--- src/rtl/serial_add_arbiter_if.sv ---
// serial_add_arbiter_if: request/grant/result bus between two clients and the serial adder
interface serial_add_arbiter_if #(parameter int WIDTH = 8);
    logic             req0, req1, gnt0, gnt1, done0, done1, busy;
    logic [WIDTH-1:0] a0, b0, a1, b1;
    logic [WIDTH:0]   sum;
    modport master (output req0, a0, b0, req1, a1, b1, input gnt0, gnt1, done0, done1, sum, busy);
    modport slave (input req0, a0, b0, req1, a1, b1, output gnt0, gnt1, done0, done1, sum, busy);
endinterface

--- src/rtl/serial_add_arbiter.sv ---
// serial_add_arbiter: one bit-serial full adder shared round-robin between two requesters
module serial_add_arbiter #(parameter int WIDTH = 8) (
    input logic clk,
    input logic rst,
    serial_add_arbiter_if.slave bus
);
    localparam int CW = $clog2(WIDTH + 1);
    typedef enum logic [1:0] {IDLE, SHIFT, DONE} state_t;
    state_t state;
    logic [WIDTH-1:0] ra, rb;
    logic [WIDTH-2:0] res;
    logic [CW-1:0] cnt;
    logic carry, last, win1, s, co;
    // last holds the requester served most recently; reset value 1 favours requester 0
    assign win1 = bus.req1 & (~bus.req0 | ~last);
    assign s = ra[0] ^ rb[0] ^ carry;
    assign co = (ra[0] & rb[0]) | (carry & (ra[0] ^ rb[0]));
    always_ff @(posedge clk) begin
        if (!rst) begin
            state <= IDLE;
            ra <= '0;
            rb <= '0;
            res <= '0;
            cnt <= '0;
            carry <= 1'b0;
            last <= 1'b1;
            bus.gnt0 <= 1'b0;
            bus.gnt1 <= 1'b0;
            bus.done0 <= 1'b0;
            bus.done1 <= 1'b0;
            bus.busy <= 1'b0;
            bus.sum <= '0;
        end else begin
            case (state)
                IDLE: if (bus.req0 | bus.req1) begin
                    state <= SHIFT;
                    ra <= win1 ? bus.a1 : bus.a0;
                    rb <= win1 ? bus.b1 : bus.b0;
                    carry <= 1'b0;
                    cnt <= '0;
                    last <= win1;
                    bus.gnt0 <= ~win1;
                    bus.gnt1 <= win1;
                    bus.busy <= 1'b1;
                end
                SHIFT: begin
                    res <= {s, res[WIDTH-2:1]};
                    carry <= co;
                    ra <= ra >> 1;
                    rb <= rb >> 1;
                    cnt <= cnt + 1'b1;
                    // final bit bypasses res straight into the result
                    if (cnt == CW'(WIDTH - 1)) begin
                        state <= DONE;
                        bus.sum <= {co, s, res};
                        bus.done0 <= bus.gnt0;
                        bus.done1 <= bus.gnt1;
                    end
                end
                default: begin
                    state <= IDLE;
                    bus.gnt0 <= 1'b0;
                    bus.gnt1 <= 1'b0;
                    bus.done0 <= 1'b0;
                    bus.done1 <= 1'b0;
                    bus.busy <= 1'b0;
                end
            endcase
        end
    end
endmodule

--- src/flat_wrapper.sv ---
// flat-port wrapper written by rule: the top's interface ports become plain ports
module serial_add_arbiter_flat 
#(parameter int WIDTH = 8)
  (clk, rst, bus_req0, bus_a0, bus_b0, bus_req1, bus_a1, bus_b1, bus_gnt0, bus_gnt1, bus_done0, bus_done1, bus_sum, bus_busy);
  serial_add_arbiter_if #(.WIDTH(WIDTH)) bus_i ();
  input logic clk;
  input logic rst;
  input wire logic [$bits(bus_i.req0)-1:0] bus_req0;
  input wire logic [$bits(bus_i.a0)-1:0] bus_a0;
  input wire logic [$bits(bus_i.b0)-1:0] bus_b0;
  input wire logic [$bits(bus_i.req1)-1:0] bus_req1;
  input wire logic [$bits(bus_i.a1)-1:0] bus_a1;
  input wire logic [$bits(bus_i.b1)-1:0] bus_b1;
  output wire logic [$bits(bus_i.gnt0)-1:0] bus_gnt0;
  output wire logic [$bits(bus_i.gnt1)-1:0] bus_gnt1;
  output wire logic [$bits(bus_i.done0)-1:0] bus_done0;
  output wire logic [$bits(bus_i.done1)-1:0] bus_done1;
  output wire logic [$bits(bus_i.sum)-1:0] bus_sum;
  output wire logic [$bits(bus_i.busy)-1:0] bus_busy;
  assign bus_i.req0 = bus_req0;
  assign bus_i.a0 = bus_a0;
  assign bus_i.b0 = bus_b0;
  assign bus_i.req1 = bus_req1;
  assign bus_i.a1 = bus_a1;
  assign bus_i.b1 = bus_b1;
  assign bus_gnt0 = bus_i.gnt0;
  assign bus_gnt1 = bus_i.gnt1;
  assign bus_done0 = bus_i.done0;
  assign bus_done1 = bus_i.done1;
  assign bus_sum = bus_i.sum;
  assign bus_busy = bus_i.busy;
  serial_add_arbiter #(.WIDTH(WIDTH)) u_core (.clk(clk), .rst(rst), .bus(bus_i));
endmodule
--- config.mk ---
export PLATFORM = sky130hd
export DESIGN_NAME = serial_add_arbiter_flat
export DESIGN_NICKNAME = d
export VERILOG_FILES = /design/src/rtl/serial_add_arbiter_if.sv /design/src/rtl/serial_add_arbiter.sv /design/src/flat_wrapper.sv
export SDC_FILE = /design/constraint.sdc
export NUM_CORES = 1
export LEC_CHECK = 0
export BUFFER_PORTS_ARGS = -buffer_cell sky130_fd_sc_hd__buf_2
export CORE_MARGIN = 5
export CORE_UTILIZATION = 53
export DETAILED_ROUTE_END_ITERATION = 7
export PLACE_DENSITY_LB_ADDON = 0.2
export SYNTH_ARGS = -nofsm -noshare
export SYNTH_HDL_FRONTEND = slang
export SYNTH_SLANG_ARGS = --single-unit
--- constraint.sdc ---
create_clock -name clk -period 1.9 [get_ports clk]
set_input_delay 0 -clock clk [delete_from_list [all_inputs] [get_ports clk]]
set_output_delay 0 -clock clk [all_outputs]
set_load 0.1 [all_outputs]
==> results <==
- The routability-driven placement congestion ratio is 0.743.
- The routed wirelength normalized by instance count is 13.0 um.
- The hold violation total from the final report is 0.
- The critical path class is flop to flop.
- STA classifies the critical path startpoint as a flop.
- The post-cts repair resize count is 0.
- The setup check on the worst reg-to-reg path leaves a slack of 0.08 ns.
- Summing all multi-input logic gate instances after layout gives 1150 um2.
- The startpoint of the worst register-to-register path is u_core.last.
- The post-route netlist has between 20% and 30% of its cells at a drive strength greater than 1.
- Counting every net in the synthesized netlist gives between 200 and 300.
- The number of warnings reported in the yosys synthesis log is 0.
- In this run the cell area measured after placement is 2430 um2.
- Across all setup checks in the final design, the least slack found is just over 0.08 ns.
- The internal power consumption is 1.54 mW.
- The clock input transition at the sequential cells of the worst setup and hold paths is ~0.080 ns.
- The largest total area in the synthesized netlist belongs to sky130_fd_sc_hd__dfxtp_1.
- For the finished layout, the period the worst path requires is 1.82 ns.
- The clock network burns 34.5% of the power.
- Of the total power, the share spent switching nets is 25.6%.
- The number of antenna violations at the first check in global routing came to 0.
- The average vias per placed instance is 5.24.
- Counting tap cells, the placed design contains a total of 333 instances.
- From synthesis to final layout, the design area changed by 28.7%.
- Setup repair after global routing left no endpoint under its margin.
- For this design the total switching power over the nets is around 530 uW.
- In the layout the commonest cells are 49 x sky130_fd_sc_hd__buf_2, 45 x sky130_fd_sc_hd__dfxtp_1, 26 x sky130_fd_sc_hd__dlygate4sd3_1.
- The HPWL after detailed placement is 2960 um.
- By area the synthesized netlist is led by sky130_fd_sc_hd__dfxtp_1 41%, sky130_fd_sc_hd__mux2i_1 7.8%, sky130_fd_sc_hd__and3b_1 6.0%, sky130_fd_sc_hd__a21oi_1 5.7%, sky130_fd_sc_hd__a211oi_1 4.8%.
- Prior to clock tree synthesis, the placed netlist has a worst setup slack of 0.420 ns.
- Data arrives at the worst endpoint at approximately 2.0 ns.
- The data required time at the worst endpoint is just over 2 ns.
- The number of buffer and inverter stages on the critical path is 2.
- At the pin with the least slew margin, the transition time is between 0.5 and 0.6 ns.
- Dividing the final minimum period by the clock period gives 95.7%.
- Among all stages on the critical path, the largest delay is contributed by sky130_fd_sc_hd__dlygate4sd3_1.
- The floorplan step defined a core boundary enclosing 4000 um2.
- The number of global-route vias before repair is ~1800.
- The number of endpoints failing setup at the final stage is 0.
- The top cell type by area accounts for ~41% of the synthesized area.
- The critical-path maximum fanout is 16.
- The worst ir drop on vdd is 0.000474 V.
- Counting the buffers created by CTS gives 5.
- The width of the die is 74.1 um.
- The finished layout cell area is 2810 um2.
- In this run the tool buffered the top-level ports with 49 buffer cells.
- The most used flip-flop cell after synthesis is sky130_fd_sc_hd__dfxtp_1.
- The global-route total usage across every layer is 18.9%.
- On the worst path, the slowest cell contributes a delay of approximately 0.58 ns.
- The critical path goes through a21boi_2 > buf_4 > mux2i_1 > dlygate4sd3_1 > o22ai_1.
- At the end of the flow the core is filled with cells to 70.1%.
- The combined area of all synthesized cells is between 2000 and 2500 um2.
- In the synthesized netlist the async set-or-reset flop fraction comes to 0%.
- The TritonCTS sink count is 45.
- The worst setup path is captured at a flop.
- Sequential cells account for approximately half of the total power.
- For this block, the routed nets add up to 4780 um of wire.
- The netlist uses 34 different library cells.
- The first routing iteration left 120 violations.
- The flow ran to the end, and the final reports show no timing, DRC or antenna violations.
- The total overflow reported by the global router is 0.
- The total die area is 5500 um2.
- Once layout is complete, the cells apart from fillers number 367.
- After technology mapping, the gate count stands at 247.
- The clock skew is 0.0110 ns.
- The share of synthesized area occupied by flip-flops and latches is 41.3%.
- The max-cap violation count is 0.
- The library cell used most frequently in the layout, excluding fill and tap cells, is sky130_fd_sc_hd__buf_2.
- The launch point of the worst hold path is bus_a0[6].
- The total iterations of the first detailed-routing run is 4.
- The placement row count is 23.
- The number of nets still failing antenna checks after routing is 0.
- The max-slew violation count is 0.
- The overall die height is 74.1 um.
- The first global-routing pass estimated between 8000 and 9000 um of wire.
- The clock tree synthesis step divided the H-tree into 2 levels.
- The total of fill cells in the finished design is 324.
- Entering global routing, the biggest net connects 36 pins.
- The tree is rooted in a sky130_fd_sc_hd__clkbuf_8.
- The maximum clock frequency is 550 MHz.
- Each instance of the synthesized netlist takes up on average 8.82 um2.
- The start point of the critical path is u_core.last.
- The kind of cell adding the most delay to the critical path is buffers and inverters.
- The total via count after detailed routing is 1924.
- The post-detailed-route DRC marker count is 0.
- The class of the worst hold path is primary input to flop.
- The deepest clock path buffer count is 2.
- The clock tree from TritonCTS is yes.
- The count of flip-flops with a built-in enable after synthesis is 0.
- For this design the ratio of total power to cell area is 739 nW/um2.
- The sequential cells in the finished layout cover a total of roughly 900 um2.
- Once the floorplan was initialized, standard cells occupied 54.5% of the core.
- For this design the static power due to leakage is around 1.2 nW.
- The final layout contains 354 nets.
- The diode insertion count for antenna repair is 0.
- Setup total negative slack on the finished layout was measured at 0 ns.
- The combinational power share is 16.5%.
- The I/O pin count is 50.
- In this run the tightest slew margin relative to its limit is 62.5%.
- Clock latency on the worst-skew pair, taken at its later pin, is 0.30 ns.
- After synthesis the netlist holds a flip-flop and latch count of between 40 and 50.
## power groups by stage
| stage | sequential, mW | combinational, mW | clock (mW) |
|---|---|---|---|
| CTS | 1.02 | 0.339 | 0.730 |
| global route | 1.02 | 0.374 | 0.766 |
| floorplan | 1.07 | 0.177 | 0 |
| global placement | 1.04 | 0.282 | 0 |
| detailed placement | 1.04 | 0.286 | 0 |
| finish | 1.02 | 0.342 | 0.714 |
## path summary, 6_finish.rpt
path,to,cells past startpoint
worst min register to register,u_core.bus.done1,2
worst min-delay path,u_core.ra[6],3
worst max-delay path,u_core.ra[3],5
worst max register to register,u_core.ra[3],5
## cell type report
type | instances | area share, %
Tap cell | 50 | 2.23
Inverter | 4 | 0.535
Multi-Input combinational cell | 177 | 41.0
Clock inverter | 2 | 1.38
Timing Repair Buffer | 83 | 20.2
Clock buffer | 6 | 2.59
Sequential cell | 45 | 32.1
## synth_stat cells, types with 4 or more instances
cell and n:
sky130_fd_sc_hd__a211oi_1 14, sky130_fd_sc_hd__a21oi_1 25, sky130_fd_sc_hd__and2_1 14, sky130_fd_sc_hd__and3b_1 15, sky130_fd_sc_hd__buf_2 4, sky130_fd_sc_hd__clkbuf_1 11
sky130_fd_sc_hd__dfxtp_1 45, sky130_fd_sc_hd__mux2i_1 17, sky130_fd_sc_hd__nand2_1 20, sky130_fd_sc_hd__nand2b_1 4, sky130_fd_sc_hd__nand3_1 12, sky130_fd_sc_hd__nor2_1 4
sky130_fd_sc_hd__o21ai_0 16, sky130_fd_sc_hd__o22ai_1 15
## metal layers
metal  global-route usage (%)  wire length, um  up-vias
met5                        0                0        -
met4                     4.23               40        0
met3                     5.00              214        5
met2                     31.9             2270       39
met1                     24.4             2250      856
li1                         -                -     1024
## registers in the layout, summed over array words and instances (netlist names)
signal / flops
u_core.res: 7
u_core.bus.done0: 1
u_core.bus.busy: 1
u_core.bus.gnt1: 1
u_core.bus.done1: 1
u_core.carry: 1
u_core.last: 1
u_core.bus.gnt0: 1
u_core.bus.sum: 9
u_core.ra: 8
u_core.state: 2
u_core.cnt: 4
u_core.rb: 8
## stage by stage
step | total power, mW | hold slack, ns
6_report | 2.07 | 0.00955
3_3_place_gp | 1.32 | 0.268
4_1_cts | 2.09 | 0.00534
3_5_place_dp | 1.33 | 0.266
2_1_floorplan | 1.25 | 0.0762
5_1_grt | 2.16 | 0.0436
## what timing repair did
item	in CTS	in global routing
setup buffers	0	0
hold buffers	26	0
hold endpoints to repair	14	0
## worst min-delay path: stages
cell and delay, ns:
sky130_fd_sc_hd__buf_2 0.07, sky130_fd_sc_hd__mux2i_1 0.06, sky130_fd_sc_hd__o22ai_1 0.12
## cell families after synthesis
family / Yosys count / synth area share, %
AO/OA/AOI/OAI: 76 / 21.0
XOR/XNOR: 1 / 0.402
adder cells (fa/ha/maj): 2 / 1.49
buffers and inverters: 25 / 6.08
flip-flops: 45 / 41.3
multiplexers: 17 / 7.81
AND/OR/NAND/NOR: 81 / 21.9
(Power assumes the default switching activity.)
